==> src/rtl/recfn_to_fn_seq_if.sv <==
// Handshake bundle between a recoded-float producer and the recFN-to-fN converter.
// The master drives go/in_; the slave answers with out/done.
interface recfn_to_fn_seq_if #(
   parameter int expWidth = 8,
   parameter int sigWidth = 24
);
   logic                         go;
   logic [expWidth+sigWidth:0]   in_;
   logic [expWidth+sigWidth-1:0] out;
   logic                         done;

   modport master (output go, in_, input out, done);
   modport slave  (input go, in_, output out, done);
endinterface

==> src/rtl/recfn_to_fn_seq.sv <==
// Sequential HardFloat recFN -> IEEE fN converter.
// Subnormals are denormalised by a 1-bit-per-cycle right shifter.
module recfn_to_fn_seq #(
   parameter int expWidth = 8,
   parameter int sigWidth = 24
) (
   input  logic           clk,
   input  logic           reset,
   recfn_to_fn_seq_if.slave bus
);
   localparam int W  = expWidth + sigWidth;
   localparam int CW = $clog2(sigWidth) + 1;
   localparam logic [31:0] MIN_NORM_I = 32'(2 ** (expWidth - 1) + 2);
   localparam logic [31:0] BIAS_I     = 32'(2 ** (expWidth - 1) + 1);
   localparam logic [31:0] SIGW_I     = 32'(sigWidth);

   localparam logic [1:0] S_IDLE  = 2'd0;
   localparam logic [1:0] S_SHIFT = 2'd1;
   localparam logic [1:0] S_DONE  = 2'd2;

   logic [1:0]          r_state;
   logic                r_sign;
   logic [sigWidth-1:0] r_sig;
   logic [CW-1:0]       r_cnt;
   logic [W-1:0]        r_out;

   logic                w_sign;
   logic [expWidth:0]   w_rec_exp;
   logic [sigWidth-2:0] w_fract;
   logic [2:0]          w_cls;
   logic                w_is_zero;
   logic                w_is_inf;
   logic                w_is_nan;
   logic                w_is_norm;
   logic [expWidth-1:0] w_exp_field;
   logic [expWidth:0]   w_sub_diff;
   logic [CW-1:0]       w_shift;
   logic [sigWidth-1:0] w_sig_sh;

   assign w_sign      = bus.in_[W];
   assign w_rec_exp   = bus.in_[W-1 -: expWidth+1];
   assign w_fract     = bus.in_[sigWidth-2:0];
   assign w_cls       = w_rec_exp[expWidth -: 3];
   assign w_is_zero   = (w_cls == 3'b000);
   assign w_is_inf    = (w_cls == 3'b110);
   assign w_is_nan    = (w_cls == 3'b111);
   assign w_is_norm   = !w_is_zero && !w_is_inf && !w_is_nan &&
                        (w_rec_exp >= MIN_NORM_I[expWidth:0]);
   // Modular subtraction gives the biased exponent directly in expWidth bits.
   assign w_exp_field = w_rec_exp[expWidth-1:0] - BIAS_I[expWidth-1:0];
   assign w_sub_diff  = MIN_NORM_I[expWidth:0] - w_rec_exp;
   assign w_shift     = (w_sub_diff >= SIGW_I[expWidth:0]) ? SIGW_I[CW-1:0]
                                                           : w_sub_diff[CW-1:0];
   assign w_sig_sh    = r_sig >> 1;

   always_ff @(posedge clk or posedge reset) begin
      if (reset) begin
         r_state <= S_IDLE;
         r_sign  <= 1'b0;
         r_sig   <= '0;
         r_cnt   <= '0;
         r_out   <= '0;
      end else begin
         case (r_state)
            S_IDLE: begin
               if (bus.go) begin
                  r_sign <= w_sign;
                  r_sig  <= {1'b1, w_fract};
                  r_cnt  <= w_shift;
                  if (w_is_zero) begin
                     r_out   <= {w_sign, {(W-1){1'b0}}};
                     r_state <= S_DONE;
                  end else if (w_is_inf) begin
                     r_out   <= {w_sign, {expWidth{1'b1}}, {(sigWidth-1){1'b0}}};
                     r_state <= S_DONE;
                  end else if (w_is_nan) begin
                     r_out   <= {w_sign, {expWidth{1'b1}}, w_fract};
                     r_state <= S_DONE;
                  end else if (w_is_norm) begin
                     r_out   <= {w_sign, w_exp_field, w_fract};
                     r_state <= S_DONE;
                  end else begin
                     r_state <= S_SHIFT;
                  end
               end
            end
            S_SHIFT: begin
               r_sig <= w_sig_sh;
               r_cnt <= r_cnt - CW'(1);
               // The edge that consumes the last count also publishes the result.
               if (r_cnt == CW'(1)) begin
                  r_out   <= {r_sign, {expWidth{1'b0}}, w_sig_sh[sigWidth-2:0]};
                  r_state <= S_DONE;
               end
            end
            S_DONE:  r_state <= S_IDLE;
            default: r_state <= S_IDLE;
         endcase
      end
   end

   assign bus.out  = r_out;
   assign bus.done = (r_state == S_DONE);
endmodule

==> src/flat_wrapper.sv <==
// flat-port wrapper written by rule: the top's interface ports become plain ports
module recfn_to_fn_seq_flat 
#(
   parameter int expWidth = 8,
   parameter int sigWidth = 24
)
  (clk, reset, bus_go, bus_in_, bus_out, bus_done);
  recfn_to_fn_seq_if #(.expWidth(expWidth), .sigWidth(sigWidth)) bus_i ();
  input  logic clk;
  input  logic reset;
  input wire logic [$bits(bus_i.go)-1:0] bus_go;
  input wire logic [$bits(bus_i.in_)-1:0] bus_in_;
  output wire logic [$bits(bus_i.out)-1:0] bus_out;
  output wire logic [$bits(bus_i.done)-1:0] bus_done;
  assign bus_i.go = bus_go;
  assign bus_i.in_ = bus_in_;
  assign bus_out = bus_i.out;
  assign bus_done = bus_i.done;
  recfn_to_fn_seq #(.expWidth(expWidth), .sigWidth(sigWidth)) u_core (.clk(clk), .reset(reset), .bus(bus_i));
endmodule
==> config.mk <==
export PLATFORM = sky130hd
export DESIGN_NAME = recfn_to_fn_seq_flat
export DESIGN_NICKNAME = d
export VERILOG_FILES = /design/src/rtl/recfn_to_fn_seq_if.sv /design/src/rtl/recfn_to_fn_seq.sv /design/src/flat_wrapper.sv
export SDC_FILE = /design/constraint.sdc
export NUM_CORES = 1
export LEC_CHECK = 0
export CAP_MARGIN = 20
export CORE_MARGIN = 2
export CORE_UTILIZATION = 40
export CTS_CLUSTER_DIAMETER = 50
export CTS_CLUSTER_SIZE = 12
export DETAILED_ROUTE_END_ITERATION = 10
export GPL_ROUTABILITY_DRIVEN = 0
export PLACE_DENSITY = 0.65
export SLEW_MARGIN = 20
export SYNTH_ARGS = -nofsm -noshare
export SYNTH_HDL_FRONTEND = slang
export SYNTH_SLANG_ARGS = --single-unit
==> constraint.sdc <==
create_clock -name clk -period 2.1 [get_ports clk]
set_input_delay 0.21 -clock clk [delete_from_list [all_inputs] [get_ports clk]]
set_output_delay 0.21 -clock clk [all_outputs]
set_load 0.02 [all_outputs]
* Word-level counts from Yosys, hierarchy flattened
Cells that the tools add are included.
Widths: inputs -> output; s select.
** Cells by class
- Add/sub/neg operators :: 3
- Multiply operators :: 0
- Divide/modulo/power cells :: 0
- Order comparisons :: 2
- Equal/unequal tests :: 8
- Shift operators :: 0
- Muxes and demuxes :: 19
- Bitwise logic cells :: 0
- Reductions and logical operators :: 13
** Operators with widths (number)
- $mux 32 :: 6
- $pmux 32 s2 :: 1
- $pmux 24 s2 :: 1
- $mux 24 :: 1
- $mux 2 :: 6
- $mux 6 :: 2
- $pmux 6 s2 :: 1
- $ge 9x5->1 const B :: 1
- $ge 9x8->1 const B :: 1
- $sub 8x9->9 const A :: 1
- $sub 8x8->8 const B :: 1
- $eq 3x3->1 const B :: 2
- $eq 6x1->1 const B :: 1
- $reduce_and 2->1 :: 3
- $sub 6x1->6 const B :: 1
- $ne 5x1->1 const B :: 1
- $pmux 2 s2 :: 1
- $reduce_and 4->1 :: 1
- $logic_and 1x1->1 :: 3
- $logic_not 1->1 :: 3
- $logic_not 3->1 :: 1
- $eq 2x1->1 const B :: 1
- $eq 2x2->1 const B :: 1
- $logic_not 2->1 :: 1
- other kinds (3) :: 3
** Storage, ports and cells
- Bits in registers :: 65
- Bits in latches :: 0
- Memory bits (writable) :: 0
- Memory bits (read-only) :: 0
- Bits of input ports :: 36
- Output and inout bits :: 33
- Logic and storage cells :: 50
- Memories :: 0

* Longest topological paths before layout
Gate-level depths: netlist of run 1.
- Depth after elaboration :: 11
- Mapped depth :: 10
- Depth with buffers taken out :: 8

* Worst setup path after synthesis of run 1
OpenSTA, ideal clock, no wires.
- Path kind :: reg2reg
- Start point :: register u_core.r_state[0]
- End point :: register u_core.r_out[1], in the netlist u_core.bus.out[1]
- Setup time :: 82 ps
- Arrival time :: 1735 ps
- Required time :: 2018 ps
- Path slack :: 283 ps
- Stages on the path, launching flop included :: 10
- Buffers on the path :: 3
- Period minus slack after synthesis :: 1817 ps
- Cells stage by stage :: dfrtp_1 > clkbuf_1 > or2_2 > a311oi_1 > a21oi_2 > nand2_4 > inv_2 > buf_6 > buf_6 > a31oi_1
** Between the ends
- Word-level cells in the longest chain between the ends :: 3
- Elaborated cells on any way between the ends :: 8
- Classes of those cells :: 4 x eq/ne; 1 x mux; 3 x reduce/logical
** RTL lines
- start: declaration :: RTL line recfn_to_fn_seq.sv:21 : logic [1:0] r_state;
- start signal: assignment :: RTL line recfn_to_fn_seq.sv:58 : r_state <= S_IDLE;
- start signal: assignment :: RTL line recfn_to_fn_seq.sv:72 : r_state <= S_DONE;
- start signal: assignment :: RTL line recfn_to_fn_seq.sv:75 : r_state <= S_DONE;
- $logic_not 2->1 or $eq 2x1->1 (tied branches) :: RTL line recfn_to_fn_seq.sv:64 : case (r_state)
- $ne 5x1->1 (no source line), or another cell as far along
- $reduce_and 4->1 (no source line)
- end signal: assignment :: RTL line recfn_to_fn_seq.sv:71 : r_out <= {w_sign, {(W-1){1'b0}}};
- end signal: assignment :: RTL line recfn_to_fn_seq.sv:74 : r_out <= {w_sign, {expWidth{1'b1}}, {(sigWidth-1){1'b0}}};
- end signal: assignment :: RTL line recfn_to_fn_seq.sv:77 : r_out <= {w_sign, {expWidth{1'b1}}, w_fract};
- end: declaration :: RTL line recfn_to_fn_seq.sv:25 : logic [W-1:0] r_out;
Several ways; a longest one is shown, not always the timed one.
A chain may end at the register's enable or synchronous reset.

* Worst setup path after layout of run 1
- Start point :: register u_core.r_state[1]
- End point :: output bus_done
** Between the ends
- Word-level cells in the longest chain between the ends :: 1
** RTL lines
- $eq 2x2->1 :: RTL line recfn_to_fn_seq.sv:103 : assign bus.done = (r_state == S_DONE);
- end: declaration :: RTL line flat_wrapper.sv:14 : output wire logic [$bits(bus_i.done)-1:0] bus_done;
No other way between the ends.

==> flow_summary.ini, run 1 <==
[grt]
antenna_found_initial = 0
grt_pass1_vias = 2695
overflow = 0
grt_use_total_pct = 18.6
grt_max_degree = 65
grt_pass1_wl_um = 12600

[status]
status = finished clean

[setup_path]
critPathLaunchType = register
cp_max_fo = 7
cp_cell_sequence = inv_1 > nor2_1 > clkdlybuf4s50_1
ff2ff_setup_slack_ns = 0.28
cp_slowest_stage_delay_ns = 0.63
timing.rr.start = u_core.r_state[1]
reg2reg_to = u_core.bus.out[24]
required_ns = 1.89
ff2ff_path_depth = 5
startpoint = u_core.r_state[1]
crit_path_end = bus_done
arrival_ns = 1.79
worstSetupPathType = reg -> out
end_kind = output port
crit_slowest_cell = clkdlybuf4s50_1

[pwr]
p_int_mw = 3.04
power_frac_seq_pct = 39.7
clock_power_share_pct = 26.4
peakVddDrop_mv = 0.352
p_leak_nw = 1.92
powerDensity_nw_per_um2 = 1020
p_total_mw = 4.47
combPwrFrac_pct = 33.9
switching_power_mw = 1.43
switching_share_pct = 31.9

[sta]
period_needed_ns = 2.00
slew_headroom_pct = 59.7
tightest_slew_ns = 0.604
finalSetupViolations = 0
period_share_pct = 95.3
drv_slew = 0
fmax_mhz = 500
rsz0062_at_grt = no
hold_viol = 0
fin_skew_ns = 0.00836
worst_slack_ns = 0.0988

[clock_tree]
hold_buffers = 0
cts_setup_buffers = 0
cts_root_buffer = clkbuf_8
cts_tree = built
cts_resized = 0
clock_latency_ns = 0.33
numCtsBuffers = 9
htree_levels = 3
clock-sinks = 64
cts_max_path_buffers = 2
clk_pin_slew_ns = 0.07

[routing]
ant_nets = 0
dr.pass1.iters = 4
num_vias = 2846
drt_wl_total_um = 7550
vias_per_cell = 5.16
avgRoutedWirePerCell_um = 13.7
drc = 0
drtIter0Drc = 122

[yosys]
synth.distinct_cells = 42
synth.yosys.seq_area_share_pct = 50.4
synth_edf_count = 0
synth_ff_type = dfrtp_1
synth_area_um2 = 3180
async_flop_share_pct = 100
synthTopCellsByArea = dfrtp_1 50%, a31oi_1 9.4%, nand2_1 9.4%
postSynthAreaPerCell_um2 = 8.78
synth.top_cell.area_share_pct = 50.4
synth_most_common_cell = nand2_1
syn-instance-count = 362
ys_seq_elements = 64
ys_warn_count = 0
synth_top_area_cell = dfrtp_1
syn-num-nets = 403
netlist_top_cells_count = 80 x nand2_1, 64 x dfrtp_1, 63 x nor2_1, 48 x a31oi_1, 11 x clkbuf_1

[cells_and_area]
antenna_cells = 0
synthToLayoutAreaGrowth_pct = 37.9
drive_above_1_share_pct = 12.9
layout.nets = 487

[floorplan]
core.rowCount = 32
die_w_um = 93.2
die-area_um2 = 8680
ios = 69
die-height_um = 93.2
core_area_um2 = 7730
start_util_pct = 41.1

[placed_design]
dp_hpwl_um = 5290
io_buffers = 68
pre_cts_ws_ns = -0.0983

[job]
drv_cap = 0

[worst_hold_path]
hp-class = in -> async
-- worst min-delay path by stage --
| stage | startpoint | to | slack (ns) | cells after the start |
|---|---|---|---|---|
| 2_1_floorplan | bus_in_[23] | u_core.r_cnt[0] | 0.36 | 1 |
| 3_3_place_gp | u_core.r_sig[23] | u_core.r_sig[23] | 0.49 | 2 |
| 3_5_place_dp | u_core.bus.out[28] | u_core.bus.out[28] | 0.50 | 1 |
| 4_1_cts | reset | u_core.r_sig[15] | 0.27 | 3 |
| 5_1_grt | reset | u_core.r_sig[15] | 0.27 | 3 |
| 6_report | reset | u_core.r_sig[15] | 0.26 | 3 |
-- layout make-up --
type                    instances  area (um2)
fillers                       712        3340
flip-flops and latches         64        1600
multi-input cells             263        1430
repair buffers                 97         961
clock buffers                  12         155
well taps                     102         128
clock inverters                 3        65.1
inverters                      11        41.3
-- through the flow --
stage | TNS [ns] | hold WS [ns] | instance area [um2] | util, % | std cells
after global placement | -0.195 | 0.488 | 4160 | 53.9 | 537
final | 0 | 0.261 | 4380 | 56.7 | 552
after floorplan | 0 | 0.355 | 3180 | - | 362
after CTS | 0 | 0.268 | 4380 | 56.7 | 552
after global routing | 0 | 0.273 | 4380 | 56.7 | 552
after detailed placement | -0.978 | 0.499 | 4160 | 53.9 | 537
-- sequential cells by signal, indices dropped and copies added, names as in the netlist --
| signal | count |
|---|---|
| u_core.bus.out | 32 |
| u_core.r_cnt | 6 |
| u_core.r_sig | 23 |
| u_core.r_sign | 1 |
| u_core.r_state | 2 |
-- placed cells by master (no fill, tap or decap), types with 5 or more instances in the layout --
master           instances
a21oi_1                  8
a22o_1                   9
a31oi_1                 47
buf_12                   5
buf_4                   24
clkbuf_8                11
clkdlybuf4s50_1         68
dfrtp_1                 64
ha_1                     5
inv_1                    9
nand2_1                 80
nor2_1                  62
-- power by group through the flow --
stage | Combinational [mW] | Sequential, mW | Clock, mW
detailed placement | 1.53 | 1.80 | 0
floorplan | 0.607 | 2.00 | 0
CTS | 1.54 | 1.78 | 1.20
global route | 1.65 | 1.82 | 1.27
finish | 1.52 | 1.77 | 1.18
global placement | 1.50 | 1.79 | 0
-- cells by family after synthesis --
group                      count (synthesis)  share of synthesized area, %
and+or+nand+nor                          165                          21.8
buffers and inverters                     35                          5.12
muxes                                      4                          1.38
adders and majority gates                  5                          1.97
DFF                                       64                          50.4
AOI/OAI and AO/OA                         83                          17.7
xor gates and xnor gates                   6                          1.65
-- per-layer routing --
layer / wire length, um / global-route usage (%) / share of wire (%)
met1: 3570 / 23.9 / 47
met2: 3540 / 31.0 / 47
met3: 352 / 4.59 / 4.7
met4: 87 / 5.51 / 1.2
met5: 0 / 0 / 0
-- worst max-delay path, delay by kind of cell (launching register included) --
family / cells / cell delay, ns
AND/OR/NAND/NOR: 1 / 0.17
buffers and inverters: 2 / 0.75
flip-flops: 1 / 0.54
Power figures use the tool's default switching activity.
==> inputs of run 2 (changes only) <==
- clock period: 2.1 -> 2.4 ns (I/O delays scaled with it)
==> flow_summary.ini, run 2 (synthesized netlist as in run 1, its figures left out) <==
[status]
status = finished clean

[setup_path]
required_ns = 2.16
end_kind = output port
cp_max_fo = 7
crit_buf_inv = 2
crit_slowest_cell = clkdlybuf4s50_1
critPathLaunchType = register
arrival_ns = 1.75
cp_slowest_stage_delay_ns = 0.63
cp_cell_sequence = inv_1 > nor2_1 > clkdlybuf4s50_1
path_delay_family = buffers and inverters
worstSetupPathType = reg -> out

[floorplan]
start_util_pct = 41.1
ios = 69
die_w_um = 93.2
die-height_um = 93.2
core.rowCount = 32
die-area_um2 = 8680
core_area_um2 = 7730

[cells_and_area]
largest_reg_flops = 32
nFillCells = 701
final_common_cell = nand2_1
layout.nets = 474
drive_above_1_share_pct = 10.5
final_cells = 540
mostFrequentLayoutCells = 80 x nand2_1, 68 x clkdlybuf4s50_1, 64 x dfrtp_1, 62 x nor2_1, 47 x a31oi_1
synthToLayoutAreaGrowth_pct = 33.6
register_area_um2 = 1600
multiInputGateArea_um2 = 1430
antenna_cells = 0
final_util_pct = 55.0

[placed_design]
pre_cts_ws_ns = 0.0722
post-place-cells = 524
dp_hpwl_um = 5190
io_buffers = 68

[pwr]
powerDensity_nw_per_um2 = 909
peakVddDrop_mv = 0.324
p_leak_nw = 1.84

[sta]
fin_skew_ns = 0.00991
fmax_mhz = 501
worst_slack_ns = 0.405
tightest_slew_ns = 0.603
period_share_pct = 83.1
fin_tns_setup_ns = 0
period_needed_ns = 1.99
drv_slew = 0
fin_hold_ws_ns = 0.275
finalSetupViolations = 0
slew_headroom_pct = 59.4
hold_viol = 0
rsz0062_at_grt = no

[routing]
num_vias = 2827
drt_wl_total_um = 7520
drc = 0
drtIter0Drc = 111
ant_nets = 0
vias_per_cell = 5.24
dr.pass1.iters = 5
avgRoutedWirePerCell_um = 13.9

[grt]
grt_max_degree = 50
overflow = 0
grt_use_total_pct = 18.3
grt_pass1_wl_um = 12600
antenna_found_initial = 0
grt_pass1_vias = 2689

[clock_tree]
cts_tree = built
cts_setup_buffers = 0
hold_buffers = 0
numCtsBuffers = 9
cts_max_path_buffers = 2
clock-sinks = 64
cts_resized = 0
cts_root_buffer = clkbuf_8
htree_levels = 3
clock_latency_ns = 0.34
clk_pin_slew_ns = 0.07

[worst_hold_path]
hp-class = in -> async

[job]
drv_cap = 0
==> run 2: layout make-up <==
type	count	share of cell area, %
clock buffers	11	3.33
repair buffers	84	19.4
clock inverters	5	1.88
flip-flops and latches	64	37.7
inverters	11	0.972
well taps	102	3.00
multi-input cells	263	33.7
==> run 2: path summary, 6_finish.rpt <==
path | start | cells past startpoint | slack, ns | end
max in group asynchronous | reset | 3 | 1.52 | u_core.bus.out[9]
max | u_core.r_state[1] | 3 | 0.41 | bus_done
min in group clk | bus_in_[4] | 3 | 0.49 | u_core.r_sig[4]
min reg2reg | u_core.r_sign | 1 | 0.51 | u_core.r_sign
min | reset | 2 | 0.27 | u_core.bus.out[25]
max reg2reg | u_core.r_state[0] | 8 | 0.45 | u_core.bus.out[4]
==> run 2: through the flow <==
| step | power [mW] | area [um2] |
|---|---|---|
| 4_1_cts | 3.90 | 4250 |
| 5_1_grt | 4.10 | 4250 |
| 3_5_place_dp | 2.87 | 4030 |
| 2_1_floorplan | 2.28 | 3180 |
| 3_3_place_gp | 2.84 | 4030 |
| 6_report | 3.86 | 4250 |
==> run 2: per-layer routing <==
layer	track usage [%]	vias to the layer above	routed length (um)
met5	0	-	0
met4	7.48	0	65
met3	3.95	5	431
met2	29.2	86	3600
met1	24.4	1340	3420
li1	-	1396	-
==> run 2: power breakdown <==
part	total, mW	internal (mW)	leakage (nW)	switching (mW)
sequential	1.55	1.37	0.734	0.176
combinational	1.29	0.619	1.00	0.667
clock	1.03	0.611	0.106	0.416
total	3.86	2.60	1.84	1.26
